**src/rtl/uart_pkg.sv**
```systemverilog
`timescale 1ns/1ps
// Shared definitions for the parametrised UART blocks: parity modes,
// receiver FSM states and small bit-level helper functions.
package uart_pkg;

  localparam logic [1:0] PAR_NONE = 2'd0;
  localparam logic [1:0] PAR_ODD  = 2'd1;
  localparam logic [1:0] PAR_EVEN = 2'd2;

  typedef enum logic [2:0] {
    S_IDLE   = 3'd0,
    S_START  = 3'd1,
    S_DATA   = 3'd2,
    S_PARITY = 3'd3,
    S_STOP   = 3'd4,
    S_BRK    = 3'd5
  } rx_state_e;

  function automatic logic majority3(input logic a, input logic b, input logic c);
    return (a & b) | (a & c) | (b & c);
  endfunction

  // Data is zero-extended to 9 bits, which leaves its XOR unchanged.
  function automatic logic parity_error(input logic [8:0] data, input logic pbit,
                                        input logic [1:0] mode);
    logic x;
    x = (^data) ^ pbit;
    case (mode)
      PAR_ODD:  return ~x;
      PAR_EVEN: return x;
      default:  return 1'b0;
    endcase
  endfunction

endpackage

```
**src/rtl/uart_bit_timer.sv**
```systemverilog
`timescale 1ns/1ps
// Bit-period tick counter with restart, strobes around the bit mid point
// and an end-of-bit strobe. Shared by the UART receiver and transmitter.
module uart_bit_timer #(
  parameter int CLK_PER_BIT = 27
) (
  input  logic clk,
  input  logic rst,
  input  logic restart,
  output logic mid_early,
  output logic mid,
  output logic mid_late,
  output logic bit_end
);

  localparam int CW  = $clog2(CLK_PER_BIT);
  localparam int MID = CLK_PER_BIT / 2;

  logic [CW-1:0] cnt_r;

  // Tick counter wrapping at CLK_PER_BIT-1; restart forces tick 0.
  always_ff @(posedge clk) begin
    if (rst) begin
      cnt_r <= '0;
    end else if (restart) begin
      cnt_r <= '0;
    end else if (cnt_r == CW'(CLK_PER_BIT - 1)) begin
      cnt_r <= '0;
    end else begin
      cnt_r <= cnt_r + CW'(1);
    end
  end

  assign mid_early = (cnt_r == CW'(MID - 1));
  assign mid       = (cnt_r == CW'(MID));
  assign mid_late  = (cnt_r == CW'(MID + 1));
  assign bit_end   = (cnt_r == CW'(CLK_PER_BIT - 1));

endmodule

```
**src/rtl/uart_rx_param.sv**
```systemverilog
`timescale 1ns/1ps
// Parametrised UART receiver: 2-flop synchroniser, 3-sample majority vote,
// optional parity, 1 or 2 stop bits, framing/break detection.
module uart_rx_param
  import uart_pkg::*;
#(
  parameter int CLK_PER_BIT = 27,
  parameter int DATA_BITS   = 8,
  parameter int PARITY      = 0,
  parameter int STOP_BITS   = 1
) (
  input  logic                 CLK,
  input  logic                 RST,
  input  logic                 RXD,
  output logic [DATA_BITS-1:0] DATA,
  output logic                 RXD_READY,
  output logic                 PARITY_ERR,
  output logic                 FRAME_ERR,
  output logic                 BREAK_DET
);

  localparam logic [1:0] PAR_MODE  = 2'(PARITY);
  localparam logic [3:0] LAST_BIT  = 4'(DATA_BITS - 1);
  localparam logic       LAST_STOP = 1'(STOP_BITS - 1);

  rx_state_e            state_r, state_next_s;
  logic                 sync_r, rxs_r;
  logic                 samp_early_r, samp_mid_r;
  logic [DATA_BITS-1:0] shreg_r;
  logic [3:0]           bit_idx_r;
  logic                 stop_idx_r;
  logic                 par_err_r;
  logic                 restart_s, complete_s, frame_err_s, maj_s;
  logic                 mid_early_s, mid_s, mid_late_s, bit_end_s;

  uart_bit_timer #(.CLK_PER_BIT(CLK_PER_BIT)) u_timer (
    .clk       (CLK),
    .rst       (RST),
    .restart   (restart_s),
    .mid_early (mid_early_s),
    .mid       (mid_s),
    .mid_late  (mid_late_s),
    .bit_end   (bit_end_s)
  );

  // State register.
  always_ff @(posedge CLK) begin
    if (RST) begin
      state_r <= S_IDLE;
    end else begin
      state_r <= state_next_s;
    end
  end

  // Next state; every bit decision happens at tick M+1 using the current rxs as third sample.
  always_comb begin
    state_next_s = state_r;
    restart_s    = 1'b0;
    complete_s   = 1'b0;
    frame_err_s  = 1'b0;
    maj_s        = majority3(samp_early_r, samp_mid_r, rxs_r);
    case (state_r)
      S_IDLE: begin
        if (!rxs_r) begin
          state_next_s = S_START;
        end else begin
          restart_s = 1'b1;
        end
      end
      S_START: begin
        if (mid_late_s && maj_s) begin
          state_next_s = S_IDLE;
          restart_s    = 1'b1;
        end else if (bit_end_s) begin
          state_next_s = S_DATA;
        end else begin
          state_next_s = S_START;
        end
      end
      S_DATA: begin
        if (bit_end_s && (bit_idx_r == LAST_BIT)) begin
          state_next_s = (PAR_MODE != PAR_NONE) ? S_PARITY : S_STOP;
        end else begin
          state_next_s = S_DATA;
        end
      end
      S_PARITY: begin
        if (bit_end_s) begin
          state_next_s = S_STOP;
        end else begin
          state_next_s = S_PARITY;
        end
      end
      S_STOP: begin
        if (mid_late_s && !maj_s) begin
          complete_s  = 1'b1;
          frame_err_s = 1'b1;
        end else if (mid_late_s && (stop_idx_r == LAST_STOP)) begin
          complete_s = 1'b1;
        end else begin
          complete_s = 1'b0;
        end
        // Re-arm without waiting for the rest of the stop bit.
        if (complete_s) begin
          restart_s    = 1'b1;
          state_next_s = (frame_err_s && !rxs_r) ? S_BRK : S_IDLE;
        end else begin
          state_next_s = S_STOP;
        end
      end
      S_BRK: begin
        restart_s = 1'b1;
        if (rxs_r) begin
          state_next_s = S_IDLE;
        end else begin
          state_next_s = S_BRK;
        end
      end
      default: begin
        state_next_s = S_IDLE;
        restart_s    = 1'b1;
      end
    endcase
  end

  // Synchroniser, vote samples, shift register, counters and registered outputs.
  always_ff @(posedge CLK) begin
    if (RST) begin
      sync_r       <= 1'b1;
      rxs_r        <= 1'b1;
      samp_early_r <= 1'b1;
      samp_mid_r   <= 1'b1;
      shreg_r      <= '0;
      bit_idx_r    <= 4'd0;
      stop_idx_r   <= 1'b0;
      par_err_r    <= 1'b0;
      DATA         <= '0;
      RXD_READY    <= 1'b0;
      PARITY_ERR   <= 1'b0;
      FRAME_ERR    <= 1'b0;
      BREAK_DET    <= 1'b0;
    end else begin
      sync_r <= RXD;
      rxs_r  <= sync_r;
      if (mid_early_s) samp_early_r <= rxs_r;
      if (mid_s) samp_mid_r <= rxs_r;
      if ((state_r == S_DATA) && mid_late_s) shreg_r <= {maj_s, shreg_r[DATA_BITS-1:1]};
      if (state_r != S_DATA) begin
        bit_idx_r <= 4'd0;
      end else if (bit_end_s) begin
        bit_idx_r <= bit_idx_r + 4'd1;
      end
      if (state_r != S_STOP) begin
        stop_idx_r <= 1'b0;
      end else if (bit_end_s) begin
        stop_idx_r <= 1'b1;
      end
      if ((state_r == S_PARITY) && mid_late_s) begin
        par_err_r <= parity_error(9'(shreg_r), maj_s, PAR_MODE);
      end
      RXD_READY <= complete_s;
      if (complete_s) begin
        DATA       <= shreg_r;
        PARITY_ERR <= par_err_r;
        FRAME_ERR  <= frame_err_s;
      end
      BREAK_DET <= (state_next_s == S_BRK);
    end
  end

endmodule

```
**config.mk**
```make
export PLATFORM = sky130hd
export DESIGN_NAME = uart_rx_param
export DESIGN_NICKNAME = d
export VERILOG_FILES = /design/src/rtl/uart_pkg.sv /design/src/rtl/uart_bit_timer.sv /design/src/rtl/uart_rx_param.sv
export SDC_FILE = /design/constraint.sdc
export NUM_CORES = 1
export LEC_CHECK = 0
export ABC_AREA = 1
export BUFFER_PORTS_ARGS = -buffer_cell sky130_fd_sc_hd__buf_4
export CAP_MARGIN = 20
export CORE_MARGIN = 2
export CORE_UTILIZATION = 50
export CTS_BUF_LIST = sky130_fd_sc_hd__clkbuf_8
export DETAILED_ROUTE_END_ITERATION = 8
export GPL_TIMING_DRIVEN = 1
export PLACE_DENSITY = 0.71
export SLEW_MARGIN = 15
export SYNTH_ARGS = -nofsm -noshare
export SYNTH_HDL_FRONTEND = slang
export SYNTH_SLANG_ARGS = --single-unit
```
**constraint.sdc**
```tcl
create_clock -name CLK -period 2.1 [get_ports CLK]
set_input_delay 0.105 -clock CLK [delete_from_list [all_inputs] [get_ports CLK]]
set_output_delay 0.105 -clock CLK [all_outputs]
set_load 0.1 [all_outputs]
```
-- After elaboration in Yosys (flattened, before gate mapping)
Index checks and enable logic that the tools add are counted.
W data, S select, Z words.
- input bits: 3
- logic and storage cells: 67
- register bits after elaboration: 36
- output and inout bits: 12
- bitwise operators: 6
- equality and inequality tests: 13
- muxes and demuxes: 20
- $add $sub $neg: 2
- reduce and logical (&&, ||, !) cells: 13
- operators by type and width (cell ; count):
    $mux W3 ; 6
    $pmux W3 S6 ; 1
    $eq A5 B4 Y1 const B ; 3
    $mux W1 ; 10
    $eq A3 B3 Y1 const B ; 3
    $eq A3 B2 Y1 const B ; 2
    $logic_and A1 B1 Y1 ; 6
    $reduce_or A2 Y1 ; 3
    $add A5 B1 Y5 const B ; 1
    $eq A5 B5 Y1 const B ; 1
    $add A4 B1 Y4 const B ; 1
    $eq A4 B3 Y1 const B ; 1
    $mux W2 ; 2
    $pmux W1 S4 ; 1
    $and A1 B1 Y1 ; 3
    $eq A3 B1 Y1 const B ; 1
    $logic_not A3 Y1 ; 1
    $ne A3 B2 Y1 const B ; 1
    $ne A3 B3 Y1 const B ; 1
    $reduce_or A3 Y1 ; 1
    $logic_not A1 Y1 ; 2
    $or A1 B1 Y1 ; 2
    $not A1 Y1 ; 1

-- Longest topological paths before layout
Gate-level depths: netlist of run 1.
- word-level depth: 12
- depth in mapped cells: 11
- depth with buffers taken out: 10

-- Hierarchy
From an unflattened synthesis of run 1, not the netlist that was laid out.
- cell total of the unflattened synthesis: 212
- area total of the unflattened synthesis: 1621.6 um^2
- modules (own cells, without submodules) (module ; area each (um^2) ; cells each ; seq. area each (um^2) ; times used):
    uart_rx_param ; 1315.0 ; 169 ; 620.6 ; 1
    uart_bit_timer ; 306.5 ; 43 ; 100.1 ; 1

-- Worst setup path after synthesis of run 1
OpenSTA, ideal clock, no wires.
- kind: flip-flop to flip-flop
- start point: register u_timer.cnt_r[0]
- end point: register DATA[0]
- stages on the path, launching flop included: 11
- slack: 667 ps
- arrival time: 1299 ps
- clock period less this slack: 1433 ps
- library setup time: 134 ps
- cell sequence: dfxtp_1 -> inv_1 -> ha_1 -> nand2_2 -> nor2_8 -> inv_4 -> nor2_8 -> nand2_4 -> buf_6 -> nand2_1 -> a21oi_1
- word-level cells in the longest chain between the ends: 6
- RTL lines (what ; line ; text):
    start: declaration ; uart_bit_timer.sv:19 ; logic [CW-1:0] cnt_r;
    start signal: assignment ; uart_bit_timer.sv:30 ; cnt_r <= cnt_r + CW'(1);
    $eq A5 B4 Y1 (*) ; uart_bit_timer.sv:36 ; assign mid_late = (cnt_r == CW'(MID + 1));
    $logic_and A1 B1 Y1 ; uart_rx_param.sv:98 ; end else if (mid_late_s && (stop_idx_r == LAST_STOP)) begin
    $mux W1 ; uart_rx_param.sv:98 ;
    $mux W1 (*) ; uart_rx_param.sv:95 ; if (mid_late_s && !maj_s) begin
    $mux W1 (*) (2 in series) ; uart_rx_param.sv:62 ; case (state_r)
    end signal: assignment ; uart_rx_param.sv:163 ; DATA <= shreg_r;
    end: declaration ; uart_rx_param.sv:15 ; output logic [DATA_BITS-1:0] DATA,
Mark *: on every way between the ends. The rest lies on a longest branch, timed or not. The select of a mux whose other input is x is not followed.
A chain may end at the register's enable or synchronous reset.

-- Worst setup path after layout of run 1
- start point: register u_timer.cnt_r[0]
- end point: register u_timer.cnt_r[0]
- word-level cells in the longest chain between the ends: 8
- RTL lines (what ; line ; text):
    $eq A5 B4 Y1 ; uart_bit_timer.sv:36 ;
    $logic_and A1 B1 Y1 ; uart_rx_param.sv:98 ;
    $mux W1 ; uart_rx_param.sv:98 ;
    $mux W1 ; uart_rx_param.sv:95 ;
    $mux W1 ; uart_rx_param.sv:62 ;
    $mux W1 ; uart_rx_param.sv:104 ; if (complete_s) begin
    $pmux W1 S4 ; uart_rx_param.sv:62 ;
    $reduce_or A3 Y1 (no source line) ; - ;
Several ways; a longest one is shown, not always the timed one. The select of a mux whose other input is x is not followed.

==> results.toml, run 1 <==
[cts]
cts_max_level = 2
cts_resized = 0
cts_setup_buffers = 0
clk_latency_ns = 0.29
cts_buffer_depth = 2
cts-root-buf = "clkbuf_8"
cts_sinks = 36
hold_buffers = 0
path_clk_slew_ns = 0.07
cts_buffers = 5
tritoncts = "done"

[run_status]
status = "finished, final reports clean"

[timing]
post-route-period-util = 0.758
rsz0062_at_grt = "no"
fmaxAchievable_mhz = 628
skew_ns = 0.00884
hold_viol = 0
setup_violations = 0
setup_tns_ns = 0
whs_ns = 0.00273
post-route-min-period_ns = 1.59
fin_ws_ns = 0.508
final_max_slew_viol_count = 0

[pwr]
p_leak_uw = 0.000810
finalPower_uw = 1210
ir_drop_v = 0.000467
powerDensity_mw_per_mm2 = 662

[grt]
grt_pass1_wl_mm = 5.02
grt_use_total = 0.184
grt_max_degree = 19
grt.overflow.total = 0
antenna_found_initial = 0
grt_pass1_vias = 1155

[worst_setup_path]
end_kind = "flop"
cp.arrival_ns = 1.77
cp-start-kind = "flop"
required_ns = 2.27
worstSetupPathType = "reg2reg"
reg2reg_from = "u_timer.cnt_r[0]"
r2r-end = "u_timer.cnt_r[0]"
critPathMaxFanout = 11
setup.worst_path.end = "u_timer.cnt_r[0]"
rr_worst_depth = 9
worstSetupStartpoint = "u_timer.cnt_r[0]"
r2r_setup_slack_ns = 0.51

[drt]
initialDrtViolationCount = 93
drc = 0
vias = 1338
wire_per_inst_um = 10.5
drt-total-wl_mm = 2.89
viasPerCell = 4.88
drt-pass1-iter-count = 4
ant_nets = 0

[floorplanning]
initial_core_util = 0.526
coreArea_mm2 = 0.00308
top_level_ports = 15
dieArea_mm2 = 0.00371
die_width_um = 60.9
row_count = 20
die_h_um = 60.9

[placement]
io_buffers = 13
dp_hpwl_mm = 2.09
globalplace.congestion = 0.854
pre_cts_ws_ns = 0.511

[cells_and_area]
fill_cells = 295
syn_to_final_growth_pct = 13.0
diodes = 0
drive_gt1_frac = 0.152
fin_nets = 237

[synth]
synthMostInstantiatedCell = "nand2_1"
synth_edf_count = 0
yosysUniqueCellTypes = 25
synth_commonest_cells = "nand2_1, dfxtp_1, nor2_1"
syn_nets = 222
async_reset_ff_frac = 0
synth_top_area_cell = "dfxtp_1"
yosysTopAreaCellShare = 0.445
ys_seq_area_frac = 0.445
synth_area_per_cell_um2 = 7.57
yosysWarnings = 0
synth_cells = 214
synth_flop_cell = "dfxtp_1"
synth_area_leaders = "dfxtp_1, nand2_1, nor2_1"
synth_seq_cells = 36
syn_area_mm2 = 0.00162

[min_path]
hold_start = "RXD"
hold_class = "in2reg"

[job]
cap_violations = 0
## placed cells by master, fill, tap and decap left out, drive strengths merged, types with 2 or more instances in the layout
master | Yosys | routed
nand2 | 46 | 46
nor2 | 37 | 37
dfxtp | 36 | 36
inv | 23 | 23
nand3 | 21 | 21
a21oi | 16 | 16
buf | 3 | 14
o21ai | 11 | 11
ha | 5 | 5
clkbuf | 3 | 5
clkinv | 0 | 3
a211oi | 2 | 2
xor2 | 2 | 2
nand4 | 2 | 2
or2 | 2 | 2
o311ai | 2 | 2
## worst min path at each step
stage	endpoint	depth (start not counted)
detailed placement	sync_r	2
floorplan	sync_r	1
CTS	sync_r	2
global route	sync_r	2
global placement	sync_r	2
finish	sync_r	2
## worst max-delay path: stages (launching register included)
cell and delay, ns:
dfxtp_1 0.35, inv_1 0.09, ha_1 0.16, nand2_2 0.09
nor2_8 0.17, inv_4 0.07, nor2_8 0.15, nand2_4 0.12
nand3_1 0.22, nor2_1 0.06
## registers in the layout, indices dropped and copies added, names as in the netlist
| signal | count |
|---|---|
| u_timer.cnt_r | 5 |
| BREAK_DET | 1 |
| samp_early_r | 1 |
| RXD_READY | 1 |
| rxs_r | 1 |
| DATA | 8 |
| samp_mid_r | 1 |
| FRAME_ERR | 1 |
| sync_r | 1 |
| shreg_r | 8 |
| bit_idx_r | 4 |
| state_r | 3 |
| stop_idx_r | 1 |
## where the power goes
part	switching [uW]	internal (uW)
clock network	251	231
registers	4.83	686
logic	27.5	9.32
## area by class of cell
cell class	count	area, um2	area share
Clock buffer	5	68.8	0.0376
Multi-Input combinational cell	149	772	0.422
Inverter	23	88.8	0.0486
Sequential cell	36	721	0.394
Timing Repair Buffer	14	105	0.0575
Clock inverter	3	18.8	0.0103
Tap cell	44	55.1	0.0301
## kinds of logic after synthesis
group / count (synthesis) / synth area share
buffers and inverters: 29 / 0.0781
DFF: 36 / 0.445
AOI/OAI and AO/OA: 32 / 0.108
and+or+nand+nor: 108 / 0.311
xor gates and xnor gates: 3 / 0.0162
other: 1 / 0.00232
adders and majority gates: 5 / 0.0386
## stage by stage
| stage | area [um2] | std cells | utilization |
|---|---|---|---|
| after CTS | 1830 | 274 | 0.594 |
| final | 1830 | 274 | 0.594 |
| after global placement | 1740 | 266 | 0.566 |
| after detailed placement | 1740 | 266 | 0.566 |
| after global routing | 1830 | 274 | 0.594 |
| after floorplan | 1620 | 214 | - |
## per-layer routing
metal | global-route usage | wire length (um) | vias up
li1 | - | - | 710
met1 | 0.263 | 1520 | 595
met2 | 0.260 | 1170 | 25
met3 | 0.0448 | 135 | 8
met4 | 0.0839 | 59 | 0
met5 | 0 | 0 | -
No activity file was read; power rests on OpenSTA's default activity.
==> run 2: changes to the inputs <==
--- a/config.mk
+++ b/config.mk
@@ -13,7 +13,7 @@
 export CTS_BUF_LIST = sky130_fd_sc_hd__clkbuf_8
 export DETAILED_ROUTE_END_ITERATION = 8
 export GPL_TIMING_DRIVEN = 1
-export PLACE_DENSITY = 0.71
+export PLACE_DENSITY = 0.74
 export SLEW_MARGIN = 15
 export SYNTH_ARGS = -nofsm -noshare
 export SYNTH_HDL_FRONTEND = slang
==> constraint.sdc (replaced) <==
create_clock -name CLK -period 1.3 [get_ports CLK]
set_input_delay 0.065 -clock CLK [delete_from_list [all_inputs] [get_ports CLK]]
set_output_delay 0.065 -clock CLK [all_outputs]
set_load 0.1 [all_outputs]
==> results.toml, run 2 (same netlist as run 1, synthesis figures left out) <==
[cts]
cts_sinks = 36
path_clk_slew_ns = 0.07
cts-root-buf = "clkbuf_8"
cts_buffers = 5
cts_max_level = 2
clk_latency_ns = 0.28
cts_buffer_depth = 2
tritoncts = "done"

[min_path]
hold_class = "in2reg"

[grt]
grt_pass1_vias = 1150
grt_use_total = 0.185
grt_max_degree = 19
antenna_found_initial = 0
grt.overflow.total = 0
grt_pass1_wl_mm = 5.01

[floorplanning]
row_count = 20
coreArea_mm2 = 0.00308
die_h_um = 60.9
die_width_um = 60.9
initial_core_util = 0.526
top_level_ports = 15
dieArea_mm2 = 0.00371

[drt]
drt-pass1-iter-count = 6
initialDrtViolationCount = 59
wire_per_inst_um = 10.8
viasPerCell = 4.76
drc = 0
ant_nets = 0
vias = 1414
drt-total-wl_mm = 3.20

[placement]
dp_cells = 285
io_buffers = 13
globalplace.congestion = 0.786
dp_hpwl_mm = 2.29
pre_cts_ws_ns = -0.110

[worst_setup_path]
required_ns = 1.47
critPathMaxFanout = 10
crit_slowest_cell = "dfxtp_2"
cp.arrival_ns = 1.48
cp-start-kind = "flop"
r2r_setup_slack_ns = -0.01
slowest_delay_ns = 0.33
end_kind = "flop"
cp_cell_sequence = "inv_2 > ha_4 > nand2_4 > nor2_8 > inv_4 > nor2_8 > nand2_4 > buf_12 > nand2_1 > a21oi_1"
worstSetupPathType = "reg2reg"

[cells_and_area]
syn_to_final_growth_pct = 31.9
drive_gt1_frac = 0.312
layout_common_cells = "nand2_1, dfxtp_1, buf_4"
post-route-util = 0.694
reg_top3 = "DATA: 8 flops, shreg_r: 8 flops, u_timer.cnt_r: 5 flops"
diodes = 0
fin_nets = 260
layout_commonest_cell = "nand2_1"
fin_cells = 297

[pwr]
p_leak_uw = 0.000961
powerDensity_mw_per_mm2 = 1010
ir_drop_v = 0.000627

[timing]
hold_viol = 0
rsz0062_at_grt = "yes"
fin_ws_ns = -0.0129
whs_ns = 0.0825
fmaxAchievable_mhz = 762
setup_tns_ns = -0.0611
post-route-min-period_ns = 1.31
skew_ns = 0.00377
post-route-period-util = 1.01
final_max_slew_viol_count = 0
setup_violations = 10

[run_status]
status = "finished with violations"
violations = "negative setup slack"

[job]
cap_violations = 0
## run 2: cell types whose count changed in the layout (fill, tap and decap cells not counted), moves of 3 or more
| cell | change |
|---|---|
| buf_4 | +18 |
| buf_6 | +3 |
| inv_2 | +3 |
| nand2_1 | -3 |
| nand3_1 | -4 |
| nand3_2 | +4 |
| nor2_1 | -3 |
| o21ai_0 | -6 |
| o21ai_2 | +5 |
## run 2: repair_timing
item	CTS	global route
hold buffers	1	0
endpoints found under the hold margin	1	0
gates resized for setup	6	23
setup endpoints to repair	19	28
setup buffers	1	2
pin swaps	3	11
## run 2: layout make-up
| cell class | count | area [um2] |
|---|---|---|
| clock inverters | 3 | 38.8 |
| repair buffers | 37 | 304 |
| fillers | 259 | 942 |
| multi-input cells | 149 | 857 |
| clock buffers | 5 | 68.8 |
| well taps | 44 | 55.1 |
| flip-flops and latches | 36 | 723 |
| inverters | 23 | 88.8 |
## run 2: per-stage QoR
step | cell area [um2] | power [uW]
floorplan | 1640 | 1190
global placement | 1920 | 1220
detailed placement | 1920 | 1220
CTS | 2060 | 2150
global route | 2140 | 2210
finish | 2140 | 2150
## run 2: layer usage
layer,vias up,global-route usage,share of wire
met3,8,0.0448,0.032
met4,0,0.0839,0.016
li1,765,-,-
met2,20,0.264,0.45
met1,621,0.264,0.51
met5,-,0,0
## run 2: final timing paths
path / from / end / cells past startpoint
min: RST / DATA[1] / 2
max reg2reg: u_timer.cnt_r[0] / DATA[4] / 10
min reg2reg: sync_r / rxs_r / 1
max: u_timer.cnt_r[0] / DATA[4] / 10
## run 2: where the power goes
part	total, uW	internal (uW)	switching (uW)
logic	94.1	36.0	58.2
clock network	939	561	378
registers	1110	1110	5.07
## run 2: critical path: cells and delay by family, from the launching register on
kind | cells | cell delay (ns)
AO/OA/AOI/OAI | 1 | 0.05
adder cells (fa/ha/maj) | 1 | 0.13
buffers and inverters | 3 | 0.27
flip-flops | 1 | 0.33
AND/OR/NAND/NOR | 5 | 0.41
